$ cat config.mk
export PLATFORM = sky130hd
export DESIGN_NAME = tc_pl_cap_gain_lmh_srx_flat
export DESIGN_NICKNAME = d
export VERILOG_FILES = /design/src/rtl/tc_pl_cap_gain_lmh_srx_if.sv /design/src/rtl/tc_pl_cap_gain_lmh_srx.sv /design/src/flat_wrapper.sv
export SDC_FILE = /design/constraint.sdc
export NUM_CORES = 1
export LEC_CHECK = 0
export ABC_AREA = 0
export CELL_PAD_IN_SITES_DETAIL_PLACEMENT = 1
export CELL_PAD_IN_SITES_GLOBAL_PLACEMENT = 1
export CORE_UTILIZATION = 46
export CTS_BUF_LIST = sky130_fd_sc_hd__clkbuf_8
export CTS_CLUSTER_SIZE = 30
export DETAILED_ROUTE_END_ITERATION = 16
export GPL_ROUTABILITY_DRIVEN = 1
export HOLD_SLACK_MARGIN = 0.06
export PLACE_DENSITY_LB_ADDON = 0.1
export SLEW_MARGIN = 20
export SYNTH_ARGS = -nofsm -noshare
export SYNTH_HDL_FRONTEND = slang
export SYNTH_SLANG_ARGS = --single-unit
$ cat constraint.sdc
create_clock -name clk -period 3.9 [get_ports clk]
set_input_delay 0.39 -clock clk [delete_from_list [all_inputs] [get_ports clk]]
set_output_delay 0.39 -clock clk [all_outputs]
set_load 0.05 [all_outputs]
$ cat src/rtl/tc_pl_cap_gain_lmh_srx_if.sv
// FDA0 gain-link SPI pins. The master drives clock, select and data;
// the receiver only observes them.
interface tc_pl_cap_gain_lmh_srx_if;
  logic FDA0_SCK;
  logic FDA0_CSN;
  logic FDA0_SDI;

  modport master (output FDA0_SCK, output FDA0_CSN, output FDA0_SDI);
  modport slave  (input  FDA0_SCK, input  FDA0_CSN, input  FDA0_SDI);
endinterface

$ cat src/rtl/tc_pl_cap_gain_lmh_srx.sv
// Oversampling SPI slave (mode 0, MSB first) for the FDA0 gain link: captures one
// frame per CSN low window, rejects malformed frames and decodes the gain code.
module tc_pl_cap_gain_lmh_srx #(
  parameter int CAP0_13 = 6,
  parameter int SPI0_0  = 8
) (
  input  logic                     clk,
  input  logic                     rst,
  tc_pl_cap_gain_lmh_srx_if.slave  fda,
  output logic                     srx_busy,
  output logic                     srx_valid,
  output logic [SPI0_0-1:0]        srx_data,
  output logic                     srx_err,
  output logic [CAP0_13-1:0]       gset_lmh,
  output logic [7:0]               frame_cnt
);

  localparam int CW = $clog2(SPI0_0 + 2);
  localparam logic [CW-1:0] CNT_FULL = CW'(SPI0_0);
  localparam logic [CW-1:0] CNT_OVF  = CW'(SPI0_0 + 1);

  typedef enum logic [1:0] {IDLE, SHIFT, CHECK} state_t;

  logic sck_m, sck_s, sck_d;
  logic csn_m, csn_s, csn_d;
  logic sdi_m, sdi_s;
  logic sck_rise, csn_fall, csn_rise;

  state_t            state, state_nxt;
  logic [CW-1:0]     bit_cnt, bit_cnt_nxt;
  logic [SPI0_0-1:0] shreg, shreg_nxt;
  logic              pend_ok, pend_ok_nxt;
  logic              pend_err, pend_err_nxt;

  // CSN chain resets high so that leaving reset never looks like a frame start.
  always_ff @(posedge clk or negedge rst) begin
    if (!rst) begin
      sck_m <= 1'b0;
      sck_s <= 1'b0;
      sck_d <= 1'b0;
      csn_m <= 1'b1;
      csn_s <= 1'b1;
      csn_d <= 1'b1;
      sdi_m <= 1'b0;
      sdi_s <= 1'b0;
    end else begin
      sck_m <= fda.FDA0_SCK;
      sck_s <= sck_m;
      sck_d <= sck_s;
      csn_m <= fda.FDA0_CSN;
      csn_s <= csn_m;
      csn_d <= csn_s;
      sdi_m <= fda.FDA0_SDI;
      sdi_s <= sdi_m;
    end
  end

  assign sck_rise = sck_s & ~sck_d;
  assign csn_fall = ~csn_s & csn_d;
  assign csn_rise = csn_s & ~csn_d;

  always_ff @(posedge clk or negedge rst) begin
    if (!rst) begin
      state    <= IDLE;
      bit_cnt  <= '0;
      shreg    <= '0;
      pend_ok  <= 1'b0;
      pend_err <= 1'b0;
    end else begin
      state    <= state_nxt;
      bit_cnt  <= bit_cnt_nxt;
      shreg    <= shreg_nxt;
      pend_ok  <= pend_ok_nxt;
      pend_err <= pend_err_nxt;
    end
  end

  // A CSN rise takes priority over a coincident SCK rise, so that bit is dropped.
  always_comb begin
    state_nxt    = state;
    bit_cnt_nxt  = bit_cnt;
    shreg_nxt    = shreg;
    pend_ok_nxt  = 1'b0;
    pend_err_nxt = 1'b0;
    srx_busy     = 1'b0;
    case (state)
      IDLE: begin
        if (csn_fall) begin
          state_nxt   = SHIFT;
          bit_cnt_nxt = '0;
          shreg_nxt   = '0;
          srx_busy    = 1'b1;
        end
      end
      SHIFT: begin
        if (csn_rise) begin
          state_nxt = CHECK;
        end else begin
          srx_busy = 1'b1;
          if (sck_rise) begin
            shreg_nxt = {shreg[SPI0_0-2:0], sdi_s};
            if (bit_cnt != CNT_OVF) begin
              bit_cnt_nxt = bit_cnt + 1'b1;
            end
          end
        end
      end
      CHECK: begin
        state_nxt = IDLE;
        if (bit_cnt == '0) begin
          pend_ok_nxt = 1'b0;
        end else if (bit_cnt != CNT_FULL) begin
          pend_err_nxt = 1'b1;
        end else if (shreg[SPI0_0-1:CAP0_13] != '0) begin
          pend_err_nxt = 1'b1;
        end else begin
          pend_ok_nxt = 1'b1;
        end
      end
      default: begin
        state_nxt = IDLE;
      end
    endcase
  end

  // Verdict is staged one cycle so results land four clocks after the CSN rise.
  always_ff @(posedge clk or negedge rst) begin
    if (!rst) begin
      srx_valid <= 1'b0;
      srx_err   <= 1'b0;
      srx_data  <= '0;
      gset_lmh  <= '0;
      frame_cnt <= '0;
    end else begin
      srx_valid <= pend_ok;
      srx_err   <= pend_err;
      if (pend_ok) begin
        srx_data  <= shreg;
        gset_lmh  <= shreg[CAP0_13-1:0];
        frame_cnt <= frame_cnt + 8'd1;
      end
    end
  end

endmodule
$ cat src/flat_wrapper.sv
// flat-port wrapper written by rule: the top's interface ports become plain ports
module tc_pl_cap_gain_lmh_srx_flat 
#(
  parameter int CAP0_13 = 6,
  parameter int SPI0_0  = 8
)
  (clk, rst, srx_busy, srx_valid, srx_data, srx_err, gset_lmh, frame_cnt, fda_FDA0_SCK, fda_FDA0_CSN, fda_FDA0_SDI);
  tc_pl_cap_gain_lmh_srx_if fda_i ();
  input  logic clk;
  input  logic rst;
  output logic srx_busy;
  output logic srx_valid;
  output logic [SPI0_0-1:0] srx_data;
  output logic srx_err;
  output logic [CAP0_13-1:0] gset_lmh;
  output logic [7:0] frame_cnt;
  input wire logic [$bits(fda_i.FDA0_SCK)-1:0] fda_FDA0_SCK;
  input wire logic [$bits(fda_i.FDA0_CSN)-1:0] fda_FDA0_CSN;
  input wire logic [$bits(fda_i.FDA0_SDI)-1:0] fda_FDA0_SDI;
  assign fda_i.FDA0_SCK = fda_FDA0_SCK;
  assign fda_i.FDA0_CSN = fda_FDA0_CSN;
  assign fda_i.FDA0_SDI = fda_FDA0_SDI;
  tc_pl_cap_gain_lmh_srx #(.CAP0_13(CAP0_13), .SPI0_0(SPI0_0)) u_core (.clk(clk), .rst(rst), .fda(fda_i), .srx_busy(srx_busy), .srx_valid(srx_valid), .srx_data(srx_data), .srx_err(srx_err), .gset_lmh(gset_lmh), .frame_cnt(frame_cnt));
endmodule
Word-level counts from Yosys, hierarchy flattened
Cells that the tools add are included.

Add/subtract/negate cells: 2. Bitwise operators: 6. Equality and inequality tests: 9. Reduce and logical (&&, ||, !) cells: 7. Mux-type cells: 23.

Operators by type and width (count): 8-bit 2-to-1 mux (3); 4-bit 2-to-1 mux (4); 8-bit case mux with 2 select lines (1); 1-bit 2-to-1 mux (10); 8-bit by 1-bit adder with 8-bit output (second input constant) (1); 2-bit by 1-bit inequality test with 1-bit output (second input constant) (4); 4-bit inequality test (second input constant) (2); 4-bit case mux with 2 select lines (1); 5-bit AND reduction (1); 4-bit by 1-bit adder with 4-bit output (second input constant) (1); 4-bit zero test (1); 2-bit 2-to-1 mux (2); 2-bit case mux with 2 select lines (1); 4-bit AND reduction (1); 2-bit nonzero test (2); 1-bit bitwise AND (3); 1-bit NOT (3); 2-bit by 1-bit == test with 1-bit output (second input constant) (1); 2-bit == test (second input constant) (1); 2-bit zero test (1); 2-bit inequality test (second input constant) (1); 1-bit case mux with 2 select lines (1); 2-bit AND reduction (1).

Bits of input ports: 5. Output and inout port bits: 25. Register bits: 48. Word-level logic and storage cells: 65.

Depth between registers and ports, before layout
Gate-level depths: netlist (run 1).

Word-level depth: 5. Depth in mapped cells: 6. Mapped depth without buffers: 5.

Worst setup path after synthesis (run 1)
Ideal clock, no wire load.

Path kind: register to output. Start: register u_core.state[0]. End: output port srx_busy. Required time: 3.510 ns. Buffers on the path: 1. Cell stages (with the launch flop): 4. Setup slack: 2.027 ns. Data arrival time: 1.483 ns. Path through: dfrtp_1 clkbuf_1 nand2_1 a21oi_1.

Word-level cells in the longest chain between the ends: 2. Elaborated cells between the ends (all ways): 3. Those cells by class: 1 x eq/ne; 1 x mux; 1 x reduce/logical.

RTL lines: from (decl) (RTL line tc_pl_cap_gain_lmh_srx.sv:29) `state_t state, state_nxt;`; from (signal assigned) (RTL line tc_pl_cap_gain_lmh_srx.sv:70) `state <= state_nxt;`; 2-bit by 1-bit == test with 1-bit output or 2-bit zero test (tied branches) (RTL line tc_pl_cap_gain_lmh_srx.sv:86) `case (state)`; 1-bit case mux with 2 select lines * (RTL line tc_pl_cap_gain_lmh_srx.sv:86); to (decl) (RTL line flat_wrapper.sv:11) `output logic srx_busy;`.

Mark *: on every way between the ends. The rest lies on a longest branch, timed or not.

Worst setup path in the final report (run 1)
Same ends and word-level chain as after synthesis.

==> impl_metrics.toml, run 1 <==
[run_status]
status = "finished clean"

[routing]
first_pass_iters = 4
routed_wirelength_um = 3370
post_drt_wl_per_cell_um = 15.9
detailedRoute.firstIterationViolations = 65
route.vias.total = 1123
remaining_drc_errors = 0
postRouteAntennaNets = 0
avgViaCountPerCell = 5.30

[floorplan]
dieWidth_um = 62.6
num_rows = 21
core_area_um2 = 3420
die_height_um = 62.6
start_util = 0.495
pin_count = 30
die_ar_um2 = 3920

[timing]
max_clock_freq_ghz = 0.431
timing.hold.ws_ns = 0.223
post-route-period-util = 0.595
period_minus_slack_ns = 2.32
totalNegativeSetupSlack_ns = 0
rsz0062_at_grt = "no"
report.final.hold_viol_count = 0
worstMarginPinSlew_ns = 0.903
maximum_clock_skew_at_final_layout_ns = 0.00301
drv_slew = 0
slew_headroom = 0.398
final_setup_viols = 0

[grt]
grt_max_degree = 43
antenna_found_initial = 0
grt_total_ovfl = 0
grt_first_pass_wirelength_um = 5740
vias_in_the_first_global_route = 1186
grt_usage = 0.197

[clock_network]
ctsHtreeMaxLevel = 2
cts_root_buf = "sky130_fd_sc_hd__clkbuf_8"
worst_setup_hold_path_clk_slew_ns = 0.07
postCtsResizedCells = 0
clock_insertion_delay_worst_skew_ns = 0.29
clock_sink_count = 42
ctsHoldBuffers = 0
tritoncts_clock_tree = "done"
cts_post_setup_buffers_inserted = 0
cts-buffers-inserted = 5
maximum_clock_path_buffer_count = 2

[layout]
final_layout_size_suffix_gt1_frac = 0.127
fillerInstances = 357
syn_to_final_growth_pct = 22.9
ff_latch_area_um2 = 1050
antenna-diode-count = 0
final_nets = 174
multi_input_comb_area_um2 = 556

[synth]
ys_seq_area_frac = 0.624
asyncSetResetFlopFracSynth = 1.00
synthesis.yosys.warnings = 0
yosys_register_bits = 42
yosys-top-cells-area = "sky130_fd_sc_hd__dfrtp_1, sky130_fd_sc_hd__mux2_2, sky130_fd_sc_hd__nand2_1"
syn-num-nets = 149
post-synth-top-area-cell = "sky130_fd_sc_hd__dfrtp_1"
postSynthCellCount = 140
synth_edf_count = 0
synth_area_um2 = 1690
synth_ff_type = "sky130_fd_sc_hd__dfrtp_1"
yosys.cell_count.top_type = "sky130_fd_sc_hd__dfrtp_1"
avgSynthCellArea_um2 = 12.1
top_cells_by_count_synth = "sky130_fd_sc_hd__dfrtp_1, sky130_fd_sc_hd__nand2_1, sky130_fd_sc_hd__mux2_2, sky130_fd_sc_hd__o21ai_0, sky130_fd_sc_hd__buf_4"
ys_types = 33
synthDominantCellAreaShare = 0.577

[setup_path]
criticalPathCategory = "reg -> out"
cp.required_ns = 3.51
crit_path_start_kind = "register"
timing.reg2reg.setup_slack_ns = 1.79
critical_path.max_fanout = 13
crit_arrival_ns = 1.93
endpoint_kind = "output port"

[pwr]
vdd_drop_max_uv = 349
power.static_leakage_uw = 0.000954
total_power_uw = 995
power-per-cell-area_nw_per_um2 = 479

[place]
port_buffers = 29
place.gp.congestion = 0.710
detailed_place_hpwl_um = 2270

[min_path]
min_path_type = "in -> async"

[run]
maxCapViolCount = 0
## critical path, stage by stage (launching register included)
cell and delay (ns):
sky130_fd_sc_hd__dfrtp_1 0.55, sky130_fd_sc_hd__nand2_1 0.12, sky130_fd_sc_hd__a21oi_1 0.16, sky130_fd_sc_hd__clkdlybuf4s50_1 0.81
## final timing paths
check / from / to / cells past startpoint
setup / recovery: u_core.state[0]$_DFFE_PN0P_ / srx_busy / 3
hold / removal: rst / u_core.pend_ok$_DFF_PN0_ / 1
setup reg to reg: u_core.csn_d$_DFF_PN1_ / u_core.bit_cnt[3]$_DFFE_PN0P_ / 4
hold reg to reg: u_core.sdi_m$_DFF_PN0_ / u_core.sdi_s$_DFF_PN0_ / 0
max in group asynchronous: rst / u_core.gset_lmh[4]$_DFFE_PN0P_ / 1
min in group clk: u_core.sdi_m$_DFF_PN0_ / u_core.sdi_s$_DFF_PN0_ / 0
## state kept, by name, summed over array words and instances, names as in the netlist, 2 cells and up
| register | cells |
|---|---|
| u_core.bit_cnt | 4 |
| u_core.shreg | 8 |
| u_core.gset_lmh | 5 |
| u_core.frame_cnt | 8 |
| u_core.state | 2 |
| u_core.srx_data | 3 |
## per-layer routing
layer,share of wire,wire [µm],GRT usage
met1,0.41,1380,0.222
met2,0.52,1770,0.334
met3,0.041,137,0.0566
met4,0.024,80,0.105
met5,0,0,0
## layout make-up
class	count	area share
clock buffer	8	0.0530
inverter	4	0.00722
multi-input combinational	83	0.267
sequential	42	0.508
tap	46	0.0277
timing repair buffer	29	0.137
## cells by family (layout without fill, tap and decap cells)
kind of cell    Yosys count  count (layout)  synth area share
buf+inv                  15              41            0.0474
simple gates             44              44             0.130
compound gates           19              19            0.0725
mux                       9               9            0.0600
xor+xnor                  7               7            0.0363
flops                    42              42             0.624
fa+ha+maj                 4               4            0.0296
## through the flow
stage,setup WS [ns],cell area [µm²],std cells,util
final,1.58,2080,212,0.608
after global routing,1.48,2080,212,0.608
after CTS,1.56,2080,212,0.608
after detailed placement,1.82,1970,204,0.576
after global placement,1.91,1970,204,0.576
after floorplan,2.03,1690,140,-
## cells in the final DEF (no fill, tap or decap), types with 2 or more instances in the layout
master / Yosys / layout
sky130_fd_sc_hd__mux2_2: 9 / 9
sky130_fd_sc_hd__xnor2_1: 4 / 4
sky130_fd_sc_hd__inv_1: 4 / 4
sky130_fd_sc_hd__nor2_1: 4 / 4
sky130_fd_sc_hd__nor2b_1: 2 / 2
sky130_fd_sc_hd__clkdlybuf4s50_1: 0 / 28
sky130_fd_sc_hd__ha_1: 4 / 4
sky130_fd_sc_hd__and3_1: 2 / 2
sky130_fd_sc_hd__xor2_1: 3 / 3
sky130_fd_sc_hd__nand3_1: 3 / 3
sky130_fd_sc_hd__dfrtp_1: 39 / 39
sky130_fd_sc_hd__clkbuf_8: 0 / 8
sky130_fd_sc_hd__dfstp_2: 3 / 3
sky130_fd_sc_hd__nand2_1: 23 / 23
sky130_fd_sc_hd__o21ai_0: 9 / 9
sky130_fd_sc_hd__nand4_1: 3 / 3
sky130_fd_sc_hd__a21oi_1: 2 / 2
## power by group
part	internal, µW	switching, µW	leakage (µW)	total, µW
clock	179	140	0.0000575	318
sequential	474	47.8	0.000553	522
combinational	60.6	94.8	0.000344	155
Power figures use the tool's default switching activity.
==> run 2: changes to the inputs <==
--- a/config.mk
+++ b/config.mk
@@ -8,7 +8,7 @@
 export ABC_AREA = 0
 export CELL_PAD_IN_SITES_DETAIL_PLACEMENT = 1
 export CELL_PAD_IN_SITES_GLOBAL_PLACEMENT = 1
-export CORE_UTILIZATION = 46
+export CORE_UTILIZATION = 39
 export CTS_BUF_LIST = sky130_fd_sc_hd__clkbuf_8
 export CTS_CLUSTER_SIZE = 30
 export DETAILED_ROUTE_END_ITERATION = 16
==> constraint.sdc (replaced) <==
create_clock -name clk -period 2 [get_ports clk]
set_input_delay 0.2 -clock clk [delete_from_list [all_inputs] [get_ports clk]]
set_output_delay 0.2 -clock clk [all_outputs]
set_load 0.05 [all_outputs]
==> run 2 against run 1 <==
Net effect:
- clock skew increased by 0.0020 ns
- largest power group unchanged
- critical path type is now reg -> reg
- core utilization decreased by 9.2 points
- sequential cell count unchanged
- die area increased by 17%
- cell count increased by 4.7%
- non-clock buffer count increased by 6
- register-to-register slack got worse by 1.7 ns
- sequential share of layout area decreased by 0.78 points
- total power increased by 85%
- critical path depth increased by 1
- via count increased by 2.0%
==> impl_metrics.toml, run 2 (same netlist as run 1, synthesis figures left out) <==
[run_status]
status = "finished clean"

[timing]
worstMarginPinSlew_ns = 0.518
totalNegativeSetupSlack_ns = 0
maximum_clock_skew_at_final_layout_ns = 0.00505
period_minus_slack_ns = 1.88
max_clock_freq_ghz = 0.531
post-route-period-util = 0.942
report.final.hold_viol_count = 0
slew_headroom = 0.653
drv_slew = 0
final_setup_viols = 0
rsz0062_at_grt = "no"

[clock_network]
tritoncts_clock_tree = "done"
postCtsResizedCells = 0
clock_sink_count = 42
ctsHtreeMaxLevel = 2
worst_setup_hold_path_clk_slew_ns = 0.07
maximum_clock_path_buffer_count = 2
cts_root_buf = "sky130_fd_sc_hd__clkbuf_8"
cts-buffers-inserted = 5
clock_insertion_delay_worst_skew_ns = 0.29

[routing]
postRouteAntennaNets = 0
route.vias.total = 1145
routed_wirelength_um = 3420
first_pass_iters = 4
avgViaCountPerCell = 5.16
post_drt_wl_per_cell_um = 15.4
remaining_drc_errors = 0
detailedRoute.firstIterationViolations = 32

[setup_path]
crit_slowest_cell = "sky130_fd_sc_hd__dfstp_2"
cpPeakStageDelay_ns = 0.56
crit_arrival_ns = 2.11
crit_path_start_kind = "register"
cp.required_ns = 2.23
critical_path.max_fanout = 7
criticalPathCategory = "reg -> reg"
path_buf_inv = 0
endpoint_kind = "register"
critical_path.cell_chain = "or3b_1 > a31o_1 > or4b_1 > nand3_1"
timing.critical_path.max_delay_family = "simple AND/OR/NAND/NOR gates"

[floorplan]
pin_count = 30
core_area_um2 = 4090
die_ar_um2 = 4600
num_rows = 23
dieWidth_um = 67.8
start_util = 0.414
die_height_um = 67.8

[layout]
final_common_cell = "sky130_fd_sc_hd__dfrtp_1"
reg.largest.list = "u_core.frame_cnt (8), u_core.shreg (8), u_core.gset_lmh (5)"
layout.cells.most_common_list = "sky130_fd_sc_hd__dfrtp_1, sky130_fd_sc_hd__clkdlybuf4s50_1, sky130_fd_sc_hd__nand2_1"
syn_to_final_growth_pct = 24.9
final_cell_count_no_fill = 222
final_layout_size_suffix_gt1_frac = 0.140
antenna-diode-count = 0
final_nets = 180

[grt]
antenna_found_initial = 0
grt_first_pass_wirelength_um = 5950
vias_in_the_first_global_route = 1240
grt_total_ovfl = 0
grt_usage = 0.180
grt_max_degree = 28

[min_path]
min_path_type = "in -> reg"

[pwr]
power-per-cell-area_nw_per_um2 = 872
total_power_uw = 1840
power.static_leakage_uw = 0.000983
vdd_drop_max_uv = 507

[place]
detailed_place_hpwl_um = 2460
port_buffers = 29
post-place-cells = 213
place.gp.congestion = 0.794

[run]
maxCapViolCount = 0
==> run 2: cell types whose count changed in the layout (fill, tap and decap cells not counted), sizes merged <==
cell           delta
dlygate4sd3       +1
clkbuf            -3
clkdlybuf4s50     -1
buf               +6
inv               +3
==> run 2: worst register-to-register path, cell delays in order (launching register included) <==
cell and delay, ns:
sky130_fd_sc_hd__dfstp_2 0.56, sky130_fd_sc_hd__or3b_1 0.35, sky130_fd_sc_hd__a31o_1 0.29, sky130_fd_sc_hd__or4b_1 0.52, sky130_fd_sc_hd__nand3_1 0.09
==> run 2: routing by layer <==
metal  wire (µm)  track usage
met2        1730        0.296
met3         123       0.0567
met5           0            0
met1        1540        0.226
met4          36       0.0573
==> run 2: final timing paths <==
| check | start | end | slack [ns] | cells past startpoint |
|---|---|---|---|---|
| worst min register to register | u_core.csn_m$_DFF_PN1_ | u_core.csn_s$_DFF_PN1_ | 0.36 | 0 |
| worst max register to register | u_core.csn_d$_DFF_PN1_ | u_core.bit_cnt[3]$_DFFE_PN0P_ | 0.12 | 4 |
| max in group asynchronous | rst | u_core.shreg[6]$_DFFE_PN0P_ | 1.16 | 3 |
| worst max-delay path | u_core.csn_d$_DFF_PN1_ | u_core.bit_cnt[3]$_DFFE_PN0P_ | 0.12 | 4 |
| min in group asynchronous | rst | u_core.srx_err$_DFF_PN0_ | 0.37 | 2 |
| worst min-delay path | fda_FDA0_CSN | u_core.csn_m$_DFF_PN1_ | 0.32 | 1 |
==> run 2: layout make-up <==
cell class / instances / area [µm²]
repair buffers: 35 / 343
well taps: 50 / 62.6
fillers: 431 / 1980
multi-input cells: 83 / 556
clock buffers: 5 / 68.8
clock inverters: 3 / 11.3
flip-flops and latches: 42 / 1050
inverters: 4 / 15.0
==> run 2: timing repair <==
| action | 4_1_cts | 5_1_grt |
|---|---|---|
| endpoints found under the hold margin | 12 | 0 |
| hold buffers | 1 | 0 |
| setup buffers | 0 | 0 |
==> run 2: power breakdown <==
| part | switching, µW | total, µW | internal [µW] | leakage, µW |
|---|---|---|---|---|
| Clock | 271 | 504 | 233 | 0.0000519 |
| Combinational | 195 | 327 | 132 | 0.000378 |
| Sequential | 85.4 | 1010 | 924 | 0.000553 |
==> run 2: stage by stage <==
| step | hold slack, ns | setup WS [ns] | util | area, µm² |
|---|---|---|---|---|
| finish | 0.318 | 0.117 | 0.517 | 2110 |
| global route | 0.319 | 0.0394 | 0.517 | 2110 |
| CTS | 0.309 | 0.107 | 0.517 | 2110 |
| detailed placement | 0.149 | 0.131 | 0.494 | 2020 |
| global placement | 0.136 | 0.188 | 0.494 | 2020 |
| floorplan | -0.0956 | 0.279 | - | 1690 |
==> run 3: changes to the inputs <==
--- a/config.mk
+++ b/config.mk
@@ -12,7 +12,6 @@
 export CTS_BUF_LIST = sky130_fd_sc_hd__clkbuf_8
 export CTS_CLUSTER_SIZE = 30
 export DETAILED_ROUTE_END_ITERATION = 16
-export GPL_ROUTABILITY_DRIVEN = 1
 export HOLD_SLACK_MARGIN = 0.06
 export PLACE_DENSITY_LB_ADDON = 0.1
 export SLEW_MARGIN = 20
==> results of run 3 <==
Final layout, timing and power as in run 2 (identical DEF).
